==> src/rtl/memory_request_master_if.sv <==
// Client command/response and memory_unit handshake bundle for memory_request_master.
// The master modport is the requester's view; slave is the client and memory side.
interface memory_request_master_if #(
  parameter int unsigned ADDR_W = 16,
  parameter int unsigned DATA_W = 16
);
  logic              cmd_valid;
  logic [1:0]        cmd_op;
  logic [ADDR_W-1:0] cmd_addr;
  logic [DATA_W-1:0] cmd_data;
  logic              cmd_ready;

  logic              rsp_valid;
  logic [ADDR_W-1:0] rsp_addr;
  logic [DATA_W-1:0] rsp_data;
  logic              rsp_error;

  logic [1:0]        mem_func;
  logic              mem_execute;
  logic [ADDR_W-1:0] mem_addr_in;
  logic [DATA_W-1:0] mem_data_in;
  logic              mem_is_ready;
  logic [ADDR_W-1:0] mem_addr_out;
  logic [DATA_W-1:0] mem_data_out;

  modport master (
    input  cmd_valid, cmd_op, cmd_addr, cmd_data,
    output cmd_ready,
    output rsp_valid, rsp_addr, rsp_data, rsp_error,
    output mem_func, mem_execute, mem_addr_in, mem_data_in,
    input  mem_is_ready, mem_addr_out, mem_data_out
  );

  modport slave (
    output cmd_valid, cmd_op, cmd_addr, cmd_data,
    input  cmd_ready,
    input  rsp_valid, rsp_addr, rsp_data, rsp_error,
    input  mem_func, mem_execute, mem_addr_in, mem_data_in,
    output mem_is_ready, mem_addr_out, mem_data_out
  );
endinterface

==> src/rtl/memory_request_master.sv <==
// Initiator for the memory_unit func/execute/is_ready protocol: one client command
// at a time, CONS as GET_FREE followed by SET_CONTENTS, watchdog on every memory wait.
module memory_request_master #(
  parameter int unsigned TIMEOUT = 64,
  parameter int unsigned ADDR_W  = 16,
  parameter int unsigned DATA_W  = 16
) (
  input logic                     clk,
  input logic                     rst,
  input logic                     power,
  memory_request_master_if.master bus
);

  localparam int unsigned WD_W = $clog2(TIMEOUT);
  localparam logic [WD_W-1:0] WD_LAST = WD_W'(TIMEOUT - 1);

  localparam logic [1:0] OP_READ  = 2'd0;
  localparam logic [1:0] OP_WRITE = 2'd1;
  localparam logic [1:0] OP_CONS  = 2'd2;

  localparam logic [1:0] GET_CONTENTS = 2'd0;
  localparam logic [1:0] SET_CONTENTS = 2'd1;
  localparam logic [1:0] GET_FREE     = 2'd2;

  typedef enum logic [2:0] {
    S_BOOT  = 3'd0,
    S_IDLE  = 3'd1,
    S_ISSUE = 3'd2,
    S_WAIT  = 3'd3,
    S_RESP  = 3'd4
  } state_t;

  state_t            state_q, state_d;
  logic              resync_q, resync_d;
  logic [ADDR_W-1:0] addr_q, addr_d;
  logic [DATA_W-1:0] data_q, data_d;
  logic [WD_W-1:0]   wd_q, wd_d;

  logic              cmd_ready_q, cmd_ready_d;
  logic              rsp_valid_q, rsp_valid_d;
  logic [ADDR_W-1:0] rsp_addr_q, rsp_addr_d;
  logic [DATA_W-1:0] rsp_data_q, rsp_data_d;
  logic              rsp_error_q, rsp_error_d;
  logic [1:0]        mem_func_q, mem_func_d;
  logic              mem_execute_q, mem_execute_d;
  logic [ADDR_W-1:0] mem_addr_q, mem_addr_d;
  logic [DATA_W-1:0] mem_data_q, mem_data_d;

  logic accept;
  assign accept = bus.cmd_valid & cmd_ready_q;

  // State and output registers; power low freezes everything, reset overrides power.
  always_ff @(posedge clk) begin
    if (rst) begin
      state_q       <= S_BOOT;
      resync_q      <= 1'b0;
      addr_q        <= '0;
      data_q        <= '0;
      wd_q          <= '0;
      cmd_ready_q   <= 1'b0;
      rsp_valid_q   <= 1'b0;
      rsp_addr_q    <= '0;
      rsp_data_q    <= '0;
      rsp_error_q   <= 1'b0;
      mem_func_q    <= 2'd0;
      mem_execute_q <= 1'b0;
      mem_addr_q    <= '0;
      mem_data_q    <= '0;
    end else if (power) begin
      state_q       <= state_d;
      resync_q      <= resync_d;
      addr_q        <= addr_d;
      data_q        <= data_d;
      wd_q          <= wd_d;
      cmd_ready_q   <= cmd_ready_d;
      rsp_valid_q   <= rsp_valid_d;
      rsp_addr_q    <= rsp_addr_d;
      rsp_data_q    <= rsp_data_d;
      rsp_error_q   <= rsp_error_d;
      mem_func_q    <= mem_func_d;
      mem_execute_q <= mem_execute_d;
      mem_addr_q    <= mem_addr_d;
      mem_data_q    <= mem_data_d;
    end
  end

  // Next-state and next-output logic; execute and rsp_valid are single-cycle pulses.
  always_comb begin
    state_d       = state_q;
    resync_d      = resync_q;
    addr_d        = addr_q;
    data_d        = data_q;
    wd_d          = wd_q;
    cmd_ready_d   = cmd_ready_q;
    rsp_valid_d   = 1'b0;
    rsp_addr_d    = rsp_addr_q;
    rsp_data_d    = rsp_data_q;
    rsp_error_d   = rsp_error_q;
    mem_func_d    = mem_func_q;
    mem_execute_d = 1'b0;
    mem_addr_d    = mem_addr_q;
    mem_data_d    = mem_data_q;

    unique case (state_q)
      S_BOOT: begin
        if (bus.mem_is_ready) begin
          state_d     = S_IDLE;
          cmd_ready_d = 1'b1;
          resync_d    = 1'b0;
        end
      end

      S_IDLE: begin
        if (accept) begin
          cmd_ready_d = 1'b0;
          addr_d      = bus.cmd_addr;
          data_d      = bus.cmd_data;
          rsp_error_d = 1'b0;
          mem_addr_d  = bus.cmd_addr;
          mem_data_d  = bus.cmd_data;
          unique case (bus.cmd_op)
            OP_READ: begin
              mem_func_d    = GET_CONTENTS;
              mem_execute_d = 1'b1;
              state_d       = S_ISSUE;
            end
            OP_WRITE: begin
              mem_func_d    = SET_CONTENTS;
              mem_execute_d = 1'b1;
              state_d       = S_ISSUE;
            end
            OP_CONS: begin
              mem_func_d    = GET_FREE;
              mem_execute_d = 1'b1;
              state_d       = S_ISSUE;
            end
            default: begin
              rsp_valid_d = 1'b1;
              rsp_error_d = 1'b1;
              rsp_addr_d  = bus.cmd_addr;
              rsp_data_d  = '0;
              state_d     = S_RESP;
            end
          endcase
        end
      end

      S_ISSUE: begin
        wd_d    = '0;
        state_d = S_WAIT;
      end

      S_WAIT: begin
        if (bus.mem_is_ready) begin
          unique case (mem_func_q)
            GET_CONTENTS: begin
              rsp_valid_d = 1'b1;
              rsp_addr_d  = addr_q;
              rsp_data_d  = bus.mem_data_out;
              state_d     = S_RESP;
            end
            SET_CONTENTS: begin
              rsp_valid_d = 1'b1;
              rsp_addr_d  = addr_q;
              rsp_data_d  = '0;
              state_d     = S_RESP;
            end
            GET_FREE: begin
              // Allocated cell becomes the target of the follow-up write.
              addr_d        = bus.mem_addr_out;
              mem_addr_d    = bus.mem_addr_out;
              mem_data_d    = data_q;
              mem_func_d    = SET_CONTENTS;
              mem_execute_d = 1'b1;
              state_d       = S_ISSUE;
            end
            default: begin
              rsp_valid_d = 1'b1;
              rsp_error_d = 1'b1;
              rsp_addr_d  = addr_q;
              rsp_data_d  = '0;
              state_d     = S_RESP;
            end
          endcase
        end else if (wd_q == WD_LAST) begin
          // Memory presumed lost; report and re-wait for is_ready before new work.
          rsp_valid_d = 1'b1;
          rsp_error_d = 1'b1;
          rsp_addr_d  = addr_q;
          rsp_data_d  = '0;
          resync_d    = 1'b1;
          state_d     = S_RESP;
        end else begin
          wd_d = wd_q + WD_W'(1);
        end
      end

      S_RESP: begin
        state_d     = resync_q ? S_BOOT : S_IDLE;
        cmd_ready_d = ~resync_q;
      end

      default: begin
        state_d     = S_BOOT;
        cmd_ready_d = 1'b0;
      end
    endcase
  end

  assign bus.cmd_ready   = cmd_ready_q;
  assign bus.rsp_valid   = rsp_valid_q;
  assign bus.rsp_addr    = rsp_addr_q;
  assign bus.rsp_data    = rsp_data_q;
  assign bus.rsp_error   = rsp_error_q;
  assign bus.mem_func    = mem_func_q;
  assign bus.mem_execute = mem_execute_q;
  assign bus.mem_addr_in = mem_addr_q;
  assign bus.mem_data_in = mem_data_q;

endmodule

==> src/flat_wrapper.sv <==
// flat-port wrapper written by rule: the top's interface ports become plain ports
module memory_request_master_flat 
#(
  parameter int unsigned TIMEOUT = 64,
  parameter int unsigned ADDR_W  = 16,
  parameter int unsigned DATA_W  = 16
)
  (clk, rst, power, bus_cmd_valid, bus_cmd_op, bus_cmd_addr, bus_cmd_data, bus_cmd_ready, bus_rsp_valid, bus_rsp_addr, bus_rsp_data, bus_rsp_error, bus_mem_func, bus_mem_execute, bus_mem_addr_in, bus_mem_data_in, bus_mem_is_ready, bus_mem_addr_out, bus_mem_data_out);
  memory_request_master_if #(.ADDR_W(ADDR_W), .DATA_W(DATA_W)) bus_i ();
  input logic clk;
  input logic rst;
  input logic power;
  input wire logic [$bits(bus_i.cmd_valid)-1:0] bus_cmd_valid;
  input wire logic [$bits(bus_i.cmd_op)-1:0] bus_cmd_op;
  input wire logic [$bits(bus_i.cmd_addr)-1:0] bus_cmd_addr;
  input wire logic [$bits(bus_i.cmd_data)-1:0] bus_cmd_data;
  output wire logic [$bits(bus_i.cmd_ready)-1:0] bus_cmd_ready;
  output wire logic [$bits(bus_i.rsp_valid)-1:0] bus_rsp_valid;
  output wire logic [$bits(bus_i.rsp_addr)-1:0] bus_rsp_addr;
  output wire logic [$bits(bus_i.rsp_data)-1:0] bus_rsp_data;
  output wire logic [$bits(bus_i.rsp_error)-1:0] bus_rsp_error;
  output wire logic [$bits(bus_i.mem_func)-1:0] bus_mem_func;
  output wire logic [$bits(bus_i.mem_execute)-1:0] bus_mem_execute;
  output wire logic [$bits(bus_i.mem_addr_in)-1:0] bus_mem_addr_in;
  output wire logic [$bits(bus_i.mem_data_in)-1:0] bus_mem_data_in;
  input wire logic [$bits(bus_i.mem_is_ready)-1:0] bus_mem_is_ready;
  input wire logic [$bits(bus_i.mem_addr_out)-1:0] bus_mem_addr_out;
  input wire logic [$bits(bus_i.mem_data_out)-1:0] bus_mem_data_out;
  assign bus_i.cmd_valid = bus_cmd_valid;
  assign bus_i.cmd_op = bus_cmd_op;
  assign bus_i.cmd_addr = bus_cmd_addr;
  assign bus_i.cmd_data = bus_cmd_data;
  assign bus_cmd_ready = bus_i.cmd_ready;
  assign bus_rsp_valid = bus_i.rsp_valid;
  assign bus_rsp_addr = bus_i.rsp_addr;
  assign bus_rsp_data = bus_i.rsp_data;
  assign bus_rsp_error = bus_i.rsp_error;
  assign bus_mem_func = bus_i.mem_func;
  assign bus_mem_execute = bus_i.mem_execute;
  assign bus_mem_addr_in = bus_i.mem_addr_in;
  assign bus_mem_data_in = bus_i.mem_data_in;
  assign bus_i.mem_is_ready = bus_mem_is_ready;
  assign bus_i.mem_addr_out = bus_mem_addr_out;
  assign bus_i.mem_data_out = bus_mem_data_out;
  memory_request_master #(.TIMEOUT(TIMEOUT), .ADDR_W(ADDR_W), .DATA_W(DATA_W)) u_core (.clk(clk), .rst(rst), .power(power), .bus(bus_i));
endmodule
==> config.mk <==
export PLATFORM = sky130hd
export DESIGN_NAME = memory_request_master_flat
export DESIGN_NICKNAME = d
export VERILOG_FILES = /design/src/rtl/memory_request_master_if.sv /design/src/rtl/memory_request_master.sv /design/src/flat_wrapper.sv
export SDC_FILE = /design/constraint.sdc
export NUM_CORES = 1
export LEC_CHECK = 0
export CAP_MARGIN = 25
export CORE_ASPECT_RATIO = 0.9
export CORE_UTILIZATION = 46
export DETAILED_ROUTE_END_ITERATION = 12
export PLACE_DENSITY = 0.8
export REMOVE_ABC_BUFFERS = 1
export SLEW_MARGIN = 20
export SYNTH_ARGS = -nofsm -noshare
export SYNTH_HDL_FRONTEND = slang
export SYNTH_SLANG_ARGS = --single-unit
==> constraint.sdc <==
create_clock -name clk -period 2.2 [get_ports clk]
set_input_delay 0.44 -clock clk [delete_from_list [all_inputs] [get_ports clk]]
set_output_delay 0.44 -clock clk [all_outputs]
set_load 0.02 [all_outputs]
### After elaboration in Yosys (flattened, before gate mapping)

Cells that the tools add are included.

| operators by class | value |
|---|---|
| eq/ne operators | 21 |
| bitwise gates (word level) | 3 |
| reductions and logical operators | 18 |
| $add $sub $neg | 1 |
| muxes and demuxes | 58 |

Operators with widths:

| cell | count |
|---|---|
| 16-bit 2-to-1 mux | 15 |
| 16-bit case mux with 2 select lines | 5 |
| 1-bit 2-to-1 mux | 18 |
| 3-bit 2-to-1 mux | 6 |
| 3-bit case mux with 5 select lines | 1 |
| 5-bit AND reduction | 3 |
| 6-bit 2-to-1 mux | 2 |
| 2-bit != test, second input constant | 6 |
| 6-bit case mux with 2 select lines | 1 |
| 4-bit AND reduction | 3 |
| 6-bit AND reduction | 2 |
| 1-bit case mux with 2 select lines | 4 |
| 6-bit by 1-bit adder with 6-bit output, second input constant | 1 |
| 3-bit by 2-bit == test with 1-bit output, second input constant | 2 |
| 6-bit == test, second input constant | 1 |
| 2-bit 2-to-1 mux | 3 |
| 3-bit != test, second input constant | 2 |
| 2-bit case mux with 3 select lines | 1 |
| 2-bit nonzero test | 3 |
| 3-bit OR reduction | 2 |
| 2-bit by 1-bit == test with 1-bit output, second input constant | 2 |
| 2-bit == test, second input constant | 2 |
| 2-bit logical NOT | 2 |
| 2-bit by 1-bit != test with 1-bit output, second input constant | 2 |
| other kinds (11) | 12 |

| word-level totals | value |
|---|---|
| logic and storage cells | 114 |
| register bits after elaboration | 96 |
| bits of input ports | 71 |

### Logic depth before layout (Yosys ltp)

| depth | value |
|---|---|
| word-level depth | 5 |
| gate-level depth with buffers | 7 |
| gate-level depth less buffers | 6 |

### Least setup slack after synthesis

Ideal clock, no wire load.

| timing path | value |
|---|---|
| path type | input -> register |
| from | input port bus_mem_is_ready |
| to | register u_core.rsp_addr_q[5], in the netlist u_core.bus.rsp_addr[5] |
| arrival time | 1.578 ns |
| required time | 2.066 ns |
| stages | 5 |
| path slack | 0.488 ns |
| library setup time | 0.134 ns |
| buffers on the path | 2 |
| path through | buf_2 a311oi_4 a21o_1 buf_2 a211oi_1 |

| between the ends | value |
|---|---|
| word-level cells in the longest chain between the ends | 2 |
| elaborated cells between the ends (all ways) | 5 |

RTL lines:

| element | RTL line | source |
|---|---|---|
| start, declared | flat_wrapper.sv:26 | `input wire logic [$bits(bus_i.mem_is_ready)-1:0] bus_mem_is_ready;` |
| 3-bit != test (no line), or another cell as far along | n/a |  |
| 6-bit AND reduction (no line) / 16-bit case mux with 2 select lines (equally long branches) | n/a |  |
| end signal, assigned | memory_request_master.sv:77 | `rsp_addr_q <= rsp_addr_d;` |
| end, declared | memory_request_master.sv:41 | `logic [ADDR_W-1:0] rsp_addr_q, rsp_addr_d;` |

Parallel ways exist; a longest one is shown, timed or not.
A chain may end at the register's enable or synchronous reset.

### Worst setup path after layout

| timing path | value |
|---|---|
| from | register u_core.mem_func_q[1], in the netlist u_core.bus.mem_func[1] |
| to | output port bus_mem_func[1] |

RTL lines:

| element | RTL line | source |
|---|---|---|
| start, declared | memory_request_master.sv:44 | `logic [1:0] mem_func_q, mem_func_d;` |
| start signal, assigned | memory_request_master.sv:80 | `mem_func_q <= mem_func_d;` |
| end, declared | flat_wrapper.sv:22 | `output wire logic [$bits(bus_i.mem_func)-1:0] bus_mem_func;` |

No word-level cell between the ends.

==> metrics.csv <==
stage;metric;value;unit
placement;Final GP Congestion;0.807;
floorplan;die width;105;µm
cts;Root Buffer;clkbuf_8;
timing;Worst Max-Slew Pin Slew;0.501;ns
setup_path;Critical R2R Launch;u_core.state_q[0];
synthesis;Main synth FF type;dfxtp_1;
synthesis;Synth area leaders;dfxtp_1 44%, a211oi_1 8.8%, nand2_1 7.3%;
global_routing;vias in the first global route;4037;
power;LEAKAGE;2.17;nW
final_layout;most common cell after layout, fill and taps aside;clkdlybuf4s50_1;
outcome;outcome;finished clean;
worst_hold_path;min-delay worst type;register to register;
final_layout;area delta synth->final;41.1;%
floorplan;Die Area;0.00989;mm²
setup_path;worst path required time;1.76;ns
power;cell-internal power;2.49;mW
global_routing;met1 Usage GRT;0.289;
power;Clk network pwr share;0.365;
global_routing;Top Usage Layer GRT;met2;
global_routing;Total GRT Usage;0.237;
synthesis;Post-Synthesis Cells;510;
cts;hold-fix buffers at CTS;0;
cts;clk slew on worst S/H paths;0.10;ns
floorplan;Die H;94.4;µm
cts;CTS tree;done;
placement;buffers added on ports;140;
timing;clk_skew;0.0162;ns
timing;RSZ-0062 raised after global routing;false;
power;combinational power share;0.103;
synthesis;library cells used by synthesis;50;
timing;WHS;0.464;ns
synthesis;post-synth top area share;0.440;
synthesis;EDFF count, synth;0;
global_routing;largest net degree at the start of global routing;51;
setup_path;Worst Path Buf+Inv;1;
synthesis;Seq/Total Area, Yosys;0.440;
floorplan;Initial Util;0.476;
routing;DR vias/cell;5.39;
floorplan;core area;0.00917;mm²
timing;Setup TNS;0;ns
timing;Final setup viols;0;
synthesis;asr flop ratio synth;0;
synthesis;synthesis-stage register bit count;96;
cts;# clock sinks;96;
final_layout;layout cells sized above 1;0.0832;
routing;Iter 0 DRT Violations;189;
routing;wirelength, routed;11.5;mm
synthesis;mapped cell area;0.00437;mm²
power;Reg power frac;0.531;
final_layout;Layout Cells excl Fill;771;
timing;max-slew violation count;0;
synthesis;Post-Syn Area per Cell;8.56;µm²
timing;Hold Vio Cnt, Final;0;
floorplan;Cell Rows;33;
setup_path;worst-path cell chain;clkdlybuf4s50_1;
cts;clk_lat worst skew;0.37;ns
global_routing;initial antenna violation count;0;
setup_path;worst setup path start;u_core.bus.mem_func[1];
setup_path;critical path's top delay family;buffers and inverters;
timing;fmax;490;MHz
routing;Vias;4155;
final_layout;Final Util;0.672;
cts;H-tree depth;3;
final_layout;most frequent cells in the layout;139 x clkdlybuf4s50_1, 96 x dfxtp_1, 85 x nand2_1;
setup_path;worst stage delay on the critical path;0.70;ns
global_routing;gr ovfl total;0;
routing;DRC viols;0;
cts;Num CTS Buffers;9;
setup_path;CP max stage cell;clkdlybuf4s50_1;
power;VDD IR max;0.000286;V
routing;Antenna Nets Post-Route;0;
placement;post-DP HPWL;7.97;mm
synthesis;Synth area leader;dfxtp_1;
floorplan;Top Ports;141;
placement;Cells after DPL;755;
global_routing;first-pass GRT wire length;18.9;mm
setup_path;CP arrival;1.60;ns
cts;post_cts resized;0;
power;NetSw;832;µW
timing;Tcrit/Tclk final;0.928;
routing;Routed WL per cell;15.0;µm
global_routing;Global Route met3 Usage;0.0566;
setup_path;CP endpoint kind;primary output;
power;PD cells;540;mW/mm²
final_layout;Nets;720;
final_layout;diode count;0;
timing;Tmin final;2.04;ns
setup_path;worst-path maximum fanout;6;
timing;max_slew headroom;0.666;
power;Tot Pwr;3.32;mW
run;max_cap viols;0;
synthesis;Warnings, synthesis;0;
global_routing;met2 usage;0.412;
cts;postcts setup bufs;0;
cts;clock buffer depth;2;
worst_hold_path;hold path start;u_core.data_q[4];
setup_path;crit start category;register;
setup_path;CP Class;register to primary output;
power;Switching Share;0.250;
routing;TritonRoute pass-1 iters;4;
[registers in the layout (all words and copies together), names as in the netlist]
name,count
u_core.bus.mem_execute,1
u_core.bus.mem_func,2
u_core.bus.rsp_valid,1
u_core.resync_q,1
u_core.wd_q,6
u_core.data_q,16
u_core.state_q,3
u_core.bus.rsp_addr,16
u_core.bus.rsp_error,1
u_core.bus.mem_addr_in,16
u_core.bus.mem_data_in,16
u_core.bus.rsp_data,16
u_core.bus.cmd_ready,1
[Yosys cell counts (all sizes together) (2+ instances only)]
library cell	n
a211oi	51
a21o	3
a21oi	61
a311oi	17
and2	18
and3b	2
buf	22
clkbuf	19
dfxtp	96
ha	5
inv	6
mux2i	18
nand2	85
nand2b	23
nand3	4
nand3b	3
nand4	2
nor2	37
nor4	4
o21ai	9
or2	2
or3	4
[per-layer routing]
metal / share of wire / wire [µm]
met1: 0.44 / 5050
met2: 0.49 / 5650
met3: 0.060 / 694
met4: 0.013 / 150
met5: 0 / 0
[logic make-up after synthesis]
| family | synth area share |
|---|---|
| compound gates | 0.235 |
| mux | 0.0413 |
| flops | 0.440 |
| buf+inv | 0.0516 |
| fa+ha+maj | 0.0143 |
| simple gates | 0.216 |
| xor+xnor | 0.00201 |
[area by class of cell]
cell class | count | area (µm²)
well taps | 122 | 153
multi-input cells | 367 | 2230
flip-flops and latches | 96 | 1920
fillers | 784 | 3000
clock buffers | 9 | 124
clock inverters | 7 | 87.6
inverters | 6 | 22.5
repair buffers | 164 | 1630
[power groups by stage]
stage                     Combinational [mW]  Sequential, mW  Clock (mW)
after floorplan                        0.106            1.82           0
after global placement                 0.334            1.81           0
after detailed placement               0.339            1.81           0
after CTS                              0.343            1.77        1.24
after global routing                   0.372            1.77        1.31
final                                  0.344            1.77        1.21
[metrics by stage]
step,area (µm²),setup slack (ns)
after floorplan,4160,-0.514
after global placement,5950,-0.0570
after detailed placement,5950,-0.158
after CTS,6160,0.144
after global routing,6160,0.105
final,6160,0.157
[final timing paths]
kind	slack [ns]	cells after the start	end
hold reg to reg	0.46	2	u_core.data_q[4]
setup / recovery	0.16	1	bus_mem_func[1]
hold / removal	0.46	2	u_core.data_q[4]
setup reg to reg	0.28	5	u_core.bus.rsp_data[15]
Note: power is estimated with default switching activity, not from simulation.
